### config.mk
export PLATFORM = sky130hd
export DESIGN_NAME = hit_writer
export DESIGN_NICKNAME = d
export VERILOG_FILES = /design/src/rtl/hit_writer.sv
export SDC_FILE = /design/constraint.sdc
export NUM_CORES = 1
export LEC_CHECK = 0
export CAP_MARGIN = 10
export CORE_MARGIN = 4
export CORE_UTILIZATION = 46
export CTS_CLUSTER_DIAMETER = 80
export DETAILED_ROUTE_END_ITERATION = 7
export PLACE_DENSITY_LB_ADDON = 0.2
export SYNTH_ARGS = -nofsm -noshare
export SYNTH_HDL_FRONTEND = slang
export SYNTH_SLANG_ARGS = --single-unit
export TNS_END_PERCENT = 1
### constraint.sdc
create_clock -name i_clk -period 3.9 [get_ports i_clk]
set_input_delay 0.78 -clock i_clk [delete_from_list [all_inputs] [get_ports i_clk]]
set_output_delay 0.78 -clock i_clk [all_outputs]
set_load 0.01 [all_outputs]
### src/rtl/hit_writer.sv
// hit_writer: captures one NDWORDS-word record and streams it to an Avalon-MM slave as 16-bit writes
module hit_writer #(
   parameter int NDWORDS = 3
) (
   input  logic                   i_clk,
   input  logic                   i_rstn,
   input  logic [31:0]            baseaddr,
   input  logic [31:0]            index,
   input  logic                   write,
   input  logic [32*NDWORDS-1:0]  data,
   output logic                   iready,
   output logic                   o_done,
   output logic                   avm_m0_write,
   output logic [31:0]            avm_m0_address,
   output logic [15:0]            avm_m0_writedata,
   output logic [1:0]             avm_m0_byteenable,
   input  logic                   avm_m0_waitrequest
);
   localparam int NH = 2 * NDWORDS;
   localparam int CW = $clog2(NH);
   localparam logic [CW-1:0] LAST = CW'(NH - 1);
   localparam logic [31:0] STRIDE = 32'(NDWORDS * 4);
   typedef enum logic {IDLE, BUSY} state_t;
   state_t                state_q, state_d;
   logic [CW-1:0]         cnt_q, cnt_d;
   logic [31:0]           base_q, base_d;
   logic [32*NDWORDS-1:0] data_q, data_d;
   logic                  accept, xfer, last;
   assign accept = (state_q == IDLE) && write;
   assign xfer   = (state_q == BUSY) && !avm_m0_waitrequest;
   assign last   = cnt_q == LAST;
   // record state; reset abandons any record in flight
   always_ff @(posedge i_clk or negedge i_rstn) begin
      if (!i_rstn) state_q <= IDLE;
      else         state_q <= state_d;
   end
   // leave IDLE on a request, return once the final halfword is taken by the slave
   always_comb begin
      state_d = (state_q == IDLE) ? (write ? BUSY : IDLE) : ((xfer && last) ? IDLE : BUSY);
   end
   // handshake outputs decoded from the state and the current transfer
   always_comb begin
      iready       = state_q == IDLE;
      avm_m0_write = state_q == BUSY;
      o_done       = xfer && last;
   end
   // capture the record base address and payload on accept, step the halfword counter per transfer
   always_comb begin
      base_d = accept ? baseaddr + index * STRIDE : base_q;
      data_d = accept ? data : data_q;
      cnt_d  = accept ? '0 : (xfer ? (last ? '0 : cnt_q + 1'b1) : cnt_q);
   end
   // captured record and halfword counter
   always_ff @(posedge i_clk or negedge i_rstn) begin
      if (!i_rstn) begin
         base_q <= '0;
         data_q <= '0;
         cnt_q  <= '0;
      end else begin
         base_q <= base_d;
         data_q <= data_d;
         cnt_q  <= cnt_d;
      end
   end
   assign avm_m0_address    = base_q + {{(31-CW){1'b0}}, cnt_q, 1'b0};
   assign avm_m0_writedata  = data_q[{cnt_q, 4'b0000} +: 16];
   assign avm_m0_byteenable = 2'b11;
endmodule

After elaboration in Yosys (flattened, before gate mapping):

Index checks and enable logic that the tools add are counted.

* multiply operators: 1
* equal/unequal tests: 1
* $lt $le $gt $ge: 0
* add/subtract/negate cells: 3
* muxes and demuxes: 6
* shift-type cells: 1
* divide/modulo/power cells: 0
* bitwise gates (word level): 1
* reduce and logical (&&, ||, !) cells: 5

Operators with widths (number)
* $shiftx A96 B8 Y16: 1
* $add A32 B32 Y32: 1
* $add A32 B4 Y32: 1
* $mul A32 B2 Y30 const B: 1
* $mux W3: 3
* $add A3 B1 Y3 const B: 1
* $eq A3 B3 Y1 const B: 1
* $logic_and A1 B1 Y1: 3
* $mux W1: 3
* $reduce_bool A2 Y1: 1
* $logic_not A1 Y1: 1
* $not A1 Y1: 1

* logic and storage cells: 22
* bits in latches: 0
* memory bits (read-only): 0
* register bits after elaboration: 132
* memory bits (writable): 0
* output and inout bits: 53
* input port bits: 164
* memories: 0

Depth between registers and ports, before layout:

Gate-level depths: netlist of run 1.

* word-level depth: 5
* gate-level depth with buffers: 20
* mapped depth without buffers: 20

Worst setup path before layout of run 1:

Ideal clock, no wire load.

* kind: input port to flip-flop
* start point: input index[0]
* end point: register base_q[30]
* cell stages on the path: 19
* path slack: -631 ps
* required time: 3832 ps
* arrival: 4462 ps
* library setup time: 68 ps
* buffers on the path: 0
* cells stage by stage: ha_1 inv_1 fa_1 nor2b_4 o31a_1 o41a_1 a21oi_1 o21bai_1 a21oi_1 xnor2_1 ha_1 inv_1 nor4_2 o211ai_1 a31oi_2 a2111oi_0 or3_1 a211o_1 nand3_1

* cells in the longest elaborated chain, start to end: 2

Ends and longest elaborated chain
* from (decl): line 8 `input logic [31:0] index,`
* $mul A32 B2 Y30: line 49 `base_d = accept ? baseaddr + index * STRIDE : base_q;`
* $add A32 B32 Y32: line 49
* to (signal assigned): line 60 `base_q <= base_d;`
* to (decl): line 26 `logic [31:0] base_q, base_d;`

No other way between the ends.
A chain may end at the register's enable or synchronous reset.

Worst setup path in the final report of run 1:

* start point: input index[1]
* end point: register base_q[30]

Same word-level chain as after synthesis.

==> metrics.yaml, run 1 <==
logic_synthesis:
  synth_commonest_cells: "nand2_1, dfrtp_1, ha_1, o21ai_0, a21oi_1"
  synth_most_common_cell: "nand2_1"
  avgSynthCellArea_um2: 8.167
  synth-seq-cells: 132
  syn_inst: 1134
  synthMuxAreaShare: 0.05944
  syn-cell-area_um2: 9261
  synth_warnings: 0
  synth_top_family_by_area: "simple AND/OR/NAND/NOR gates"
  synth.distinct_cells: 64
  synth_seq_area_share: 0.3567
  synth_ff_type: "dfrtp_1"
  synthSimpleGateAreaFrac: 0.2310
  synth_top_area_cell: "dfrtp_1"
  synth_xor_xnor_area_share: 0.06525
  ys_top_cells_by_area: "dfrtp_1, nand2_1, ha_1"
  synth-edff-count: 0
  synth-compound-area-share: 0.1554
  async_flop_share: 1.000
  synthAdderAreaFrac: 0.09160
  synth_top_area_share: 0.3567
global_route:
  grt_max_degree: 75
  overflow: 0
  grtUsageMet2: 0.4386
  grt_pass1_vias: 9473
  grt_usage: 0.2497
  grtUsageMet1: 0.3051
  antenna_found_initial: 0
  grt_pass1_wl_um: 44970
  grtUsageMet3: 0.03695
  busiest_layer: "met2"
sta:
  fin_skew_ns: 0.005506
  finalCriticalPeriod_ns: 4.351
  rsz0062_at_grt: "true"
  worst_pin_slew_ns: 0.6992
  period_share: 1.116
  max_freq_mhz: 229.9
  drv_slew: 0
  setup_tns_ns: -3.239
  holdWs_ns: 0.3899
  setup_viol: 13
  hold_viol: 0
  worst_slack_ns: -0.4506
  slew-limit-headroom: 0.5339
run_status:
  run_status: "complete, but fails checks"
  violations: "negative setup slack"
layout:
  drive_above_1_share: 0.2004
  fin_cells: 1782
  n_antenna_cell: 0
  area_growth_pct: 50.24
  fin_nets: 1734
clocking:
  cts_root_buffer: "clkbuf_16"
  path_clk_slew_ns: 0.06
  cts_buffers: 17
  cts.sink_count: 132
  cts_hold_buffers: 0
  cts_tree: "built"
  clk_path_buf_depth: 2
  ctsHtreeMaxLevel: 4
  clk_latency_ns: 0.41
floorplan:
  fp.coreArea_um2: 19650
  die_x_um: 149.9
  rows: 51
  start_util: 0.4712
  pin_count: 217
  fp.dieH_um: 149.9
  die_area_um2: 22470
worst_setup_path:
  cp_top_family: "compound AO/OA/AOI/OAI gates"
  worst_ep_required_time_ns: 4.25
  slowest_delay_ns: 0.49
  cp.arrival_ns: 4.70
  critPathKind: "in -> reg"
  slowest_stage: "o41a_1"
  path_buf_inv: 4
  crit_path_cell_trace: "buf_8, ha_4, inv_2, fa_2, nor2b_4, o31a_1, o41a_1, a21oi_2, o21bai_1, a21oi_1, xnor2_1, ha_1, buf_6, buf_6, nand2_4, o21ai_4, a31oi_4, a31oi_4, a2111oi_4, or3_4, a211o_1, nand3_2"
  end_kind: "flip-flop"
  crit_fanout: 4
  cp-start-kind: "input pin"
placement:
  dp_cells: 1741
  portBuffers: 212
  dp_hpwl_um: 21700
  post-place-ws_ns: -1.376
  gp_congestion: 0.9548
power_and_ir_drop:
  ir_worst_vdd_v: 0.0003896
  p_total_mw: 8.526
  p_leak_nw: 6.616
  power.density_nw_per_um2: 612.7
routing:
  wirelength_um: 28220
  first_pass_iters: 6
  drcViolationCount: 0
  drt_iter0_drc: 436
  avgViaCountPerCell: 5.269
  num_vias: 9389
  ant_nets: 0
  wl_per_cell_um: 15.83
run:
  maxCapViolations: 0
worst_hold_path:
  min_path_type: "in -> async"
through the flow:
stage	utilization	instance area (µm²)
4_1_cts	0.6977	13710
2_1_floorplan	-	9303
5_1_grt	0.7080	13910
3_3_place_gp	0.6574	12920
6_report	0.7080	13910
3_5_place_dp	0.6574	12920
layout by cell type, fill, tap and decap left out, types with 17 or more instances in the layout:
master           instances
nand2_1                372
clkdlybuf4s50_1        200
buf_4                  175
dfrtp_1                131
ha_1                    60
xnor2_1                 51
inv_1                   49
o21ai_0                 49
a21oi_1                 44
nor2_1                  37
nand3_1                 20
mux2i_1                 19
clkbuf_16               17
flip-flops by register name (all words and copies together) (netlist names):
signal,flops
avm_m0_write,1
base_q,32
cnt_q,3
data_q,96
cell type report:
cell class	count	area (µm²)
inverters	52	195.2
clock buffers	18	439.2
well taps	265	331.6
flip-flops and latches	132	3304
multi-input cells	908	5927
fillers	1616	5739
clock inverters	14	176.4
repair buffers	393	3541
where the power goes:
part           leakage, nW  switching [mW]  internal [mW]
registers             1.65           0.432           1.99
logic                 4.67            2.16           2.29
clock network        0.291           0.624           1.03
worst paths after layout:
path	start	end	slack, ns	cells after the start
min reg2reg	data_q[51]	data_q[51]	0.47	2
max	index[1]	base_q[30]	-0.45	22
max in group asynchronous	i_rstn	data_q[86]	2.48	2
min in group i_clk	data_q[51]	data_q[51]	0.47	2
min	i_rstn	data_q[7]	0.39	1
max reg2reg	avm_m0_write	base_q[8]	2.15	4
per-layer routing:
metal	up-vias	wire [µm]
met5	-	0
met4	0	979
met3	56	1542
met2	281	13920
met1	4402	11780
li1	4650	-
cell families after synthesis:
family | after synthesis
AOI/OAI and AO/OA | 229
buffers and inverters | 95
and+or+nand+nor | 507
adders and majority gates | 66
DFF | 132
xor gates and xnor gates | 69
other | 1
muxes | 35
what timing repair did:
action | 4_1_cts | 5_1_grt
setup endpoints to repair | 32 | 28
resized for setup | 56 | 44
pin swaps | 24 | 31
cloned | 0 | 0
buffers inserted | 5 | 4
(Power assumes the default switching activity.)
==> run 2, diff against run 1 <==
--- a/config.mk
+++ b/config.mk
@@ -10,6 +10,7 @@
 export CORE_UTILIZATION = 46
 export CTS_CLUSTER_DIAMETER = 80
 export DETAILED_ROUTE_END_ITERATION = 7
+export DONT_BUFFER_PORTS = 1
 export PLACE_DENSITY_LB_ADDON = 0.2
 export SYNTH_ARGS = -nofsm -noshare
 export SYNTH_HDL_FRONTEND = slang
==> run 2 against run 1 <==
Compared with the run above: the flow still finishes with violations (negative setup slack); sequential power about the same; first-iteration DRC count fell by 11%; utilization down 13 points; sequential share of layout area is 5.4 points higher; total power down 13%; clock power shrank 5%; largest cell class unchanged.
==> metrics.yaml, run 2 (synthesis results as in run 1) <==
run_status:
  violations: "negative setup slack"
  run_status: "complete, but fails checks"
run:
  maxCapViolations: 0  # unchanged
routing:
  first_pass_iters: 5  # -1
  wl_per_cell_um: 16.53  # +4.4%
  route.met2.wl_um: 12350  # -11%
  wl_met3_um: 2290  # +49%
  met1_length_um: 10520  # -11%
  avgViaCountPerCell: 5.344  # +1.4%
  top_layer_used: "met4"
  num_vias: 8246  # -12%
  wirelength_um: 25510  # -9.6%
  ant_nets: 0  # unchanged
  drcViolationCount: 0  # unchanged
  drt_iter0_drc: 388  # -11%
layout:
  top_register: "data_q"
  final_common_cell: "nand2_1"
  n_antenna_cell: 0  # unchanged
  multiInputGateArea_um2: 5767  # -2.7%
  reg_top3: "data_q x96, base_q x32, cnt_q x3"
  largest_reg_flops: 96  # unchanged
  layout_common_cells: "nand2_1, buf_4, dfrtp_1"
  drive_above_1_share: 0.1894  # -0.01104
  area_growth_pct: 22.40
  nFillCells: 1862  # +15%
  seq_area_um2: 3304  # unchanged
  utilization: 0.5768  # -0.1312
  fin_nets: 1495  # -14%
sta:
  rsz0062_at_grt: "true"
  finalCriticalPeriod_ns: 4.079  # -0.2714 ns
  fin_skew_ns: 0.009107  # +0.003601 ns
  drv_slew: 0  # unchanged
  max_freq_mhz: 245.1  # +6.7%
  worst_slack_ns: -0.1792  # +0.2714 ns
  hold_viol: 0  # unchanged
  worst_pin_slew_ns: 0.8502  # +0.1509 ns
  slew-limit-headroom: 0.4332  # -0.1006
  holdWs_ns: 0.05902  # -0.3309 ns
  period_share: 1.046  # -0.06958
  setup_viol: 8  # -5
worst_setup_path:
  crit_fanout: 4  # unchanged
  worst_ep_required_time_ns: 4.25  # about the same
  slowest_delay_ns: 0.42  # -0.07 ns
  critPathKind: "in -> reg"
  critPathLaunch: "index[0]"
  cp.arrival_ns: 4.43  # -0.27 ns
  cp-start-kind: "input pin"
  r2r-start: "avm_m0_write"
  crit_path_cell_trace: "ha_4, inv_2, fa_2, nor2b_4, o31a_1, o41a_1, a21oi_2, o21bai_1, a21oi_1, xnor2_1, ha_1, buf_6, buf_4, nand2_1, o21ai_1, a31oi_1, buf_4, a31oi_4, a2111oi_4, or3_1, a211o_1, nand3_1"
  cpMostUsedCell: "buf_4"
  end_kind: "flip-flop"
  ff2ff_setup_slack_ns: 1.80  # -0.35 ns
  slowest_stage: "o41a_1"
floorplan:
  rows: 51  # unchanged
  fp.dieH_um: 149.9  # unchanged
  pin_count: 217  # unchanged
  fp.coreArea_um2: 19650  # unchanged
  die_x_um: 149.9  # unchanged
  die_area_um2: 22470  # unchanged
  start_util: 0.4712  # unchanged
power_and_ir_drop:
  p_total_mw: 7.443  # -13%
  ir_worst_vdd_v: 0.0003232  # -17%
  p_leak_nw: 5.533  # -16%
  power.density_nw_per_um2: 656.6  # +7.2%
placement:
  dp_hpwl_um: 20080  # -7.5%
  gp_congestion: 0.9341  # -2.2%
  portBuffers: 0  # -100%
clocking:
  cts_buffers: 17  # unchanged
  clk_path_buf_depth: 2  # unchanged
  path_clk_slew_ns: 0.06  # about the same
  clk_latency_ns: 0.42  # about the same
  cts_root_buffer: "clkbuf_16"
  cts_tree: "built"
  cts.sink_count: 132  # unchanged
  ctsHtreeMaxLevel: 4  # unchanged
global_route:
  overflow: 0  # unchanged
  grt_max_degree: 133  # +77%
  grt_pass1_wl_um: 41390  # -8.0%
  grt_usage: 0.2315  # -0.01825
  antenna_found_initial: 0  # unchanged
  grt_pass1_vias: 8369  # -12%
worst_hold_path:
  min_path_type: "in -> async"
## run 2: cell count changes in the layout (fill, tap and decap cells not counted), moves of 3 or more
cell,delta
a21oi_1,+7
a21oi_2,-7
buf_12,-3
buf_4,-22
buf_6,-3
clkbuf_1,+4
clkdlybuf4s50_1,-200
dlygate4sd2_1,-3
dlymetal6s2s_1,-3
## run 2: cell type report
class	count	share of cell area
clock inverters	10	0.01093
multi-input cells	908	0.5087
flip-flops and latches	132	0.2915
well taps	265	0.02925
clock buffers	22	0.04007
repair buffers	154	0.1023
inverters	52	0.01722
## run 2: routing by layer
metal	vias to the layer above	global-route usage
met5	-	0
met2	203	0.3922
met4	0	0.05581
met1	3847	0.2803
li1	4171	-
met3	25	0.08601
## run 2: what timing repair did
item / 4_1_cts / 5_1_grt
endpoints found under the setup margin: 11 / 15
buffers inserted: 5 / 1
resized for setup: 16 / 19
pin swaps: 18 / 6
hold buffers: 0 / 0
## run 2: worst max-delay path: cells and delay by family
kind | cells | cell delay [ns]
adders and majority gates | 3 | 0.69
buffers and inverters | 4 | 0.40
AOI/OAI and AO/OA | 10 | 1.89
xor gates and xnor gates | 1 | 0.09
and+or+nand+nor | 4 | 0.58
## run 2: power by group
part | leakage (nW) | internal [mW] | total, mW | switching [mW]
clock network | 0.275 | 0.963 | 1.56 | 0.597
logic | 3.61 | 1.54 | 3.48 | 1.94
registers | 1.65 | 1.99 | 2.40 | 0.411
total | 5.53 | 4.50 | 7.44 | 2.95
## run 2: worst paths after layout
| path | to | cells past startpoint |
|---|---|---|
| setup / recovery | base_q[30] | 22 |
| min in group i_clk | data_q[5] | 2 |
| hold / removal | data_q[24] | 0 |
| hold reg to reg | data_q[46] | 2 |
| setup reg to reg | base_q[31] | 4 |
| max in group asynchronous | base_q[19] | 0 |
## run 2: per-stage QoR
| step | TNS, ns | area [µm²] | cells | setup WS [ns] |
|---|---|---|---|---|
| global placement | -7.537 | 10580 | 1505 | -0.7220 |
| CTS | -0.5578 | 11260 | 1542 | -0.1288 |
| detailed placement | -8.390 | 10580 | 1505 | -0.7893 |
| global route | -2.583 | 11340 | 1543 | -0.3566 |
| floorplan | -3.242 | 9303 | 1135 | -0.5087 |
| finish | -0.6067 | 11340 | 1543 | -0.1792 |
==> run 3, diff against run 2 <==
--- a/config.mk
+++ b/config.mk
@@ -5,6 +5,7 @@
 export SDC_FILE = /design/constraint.sdc
 export NUM_CORES = 1
 export LEC_CHECK = 0
+export ABC_AREA = 0
 export CAP_MARGIN = 10
 export CORE_MARGIN = 4
 export CORE_UTILIZATION = 46
@@ -12,6 +13,8 @@
 export DETAILED_ROUTE_END_ITERATION = 7
 export DONT_BUFFER_PORTS = 1
 export PLACE_DENSITY_LB_ADDON = 0.2
+export RECOVER_POWER = 25
+export SLEW_MARGIN = 10
 export SYNTH_ARGS = -nofsm -noshare
 export SYNTH_HDL_FRONTEND = slang
 export SYNTH_SLANG_ARGS = --single-unit
==> results of run 3 <==
No change in the layout: final DEF, timing and power equal those of run 2.
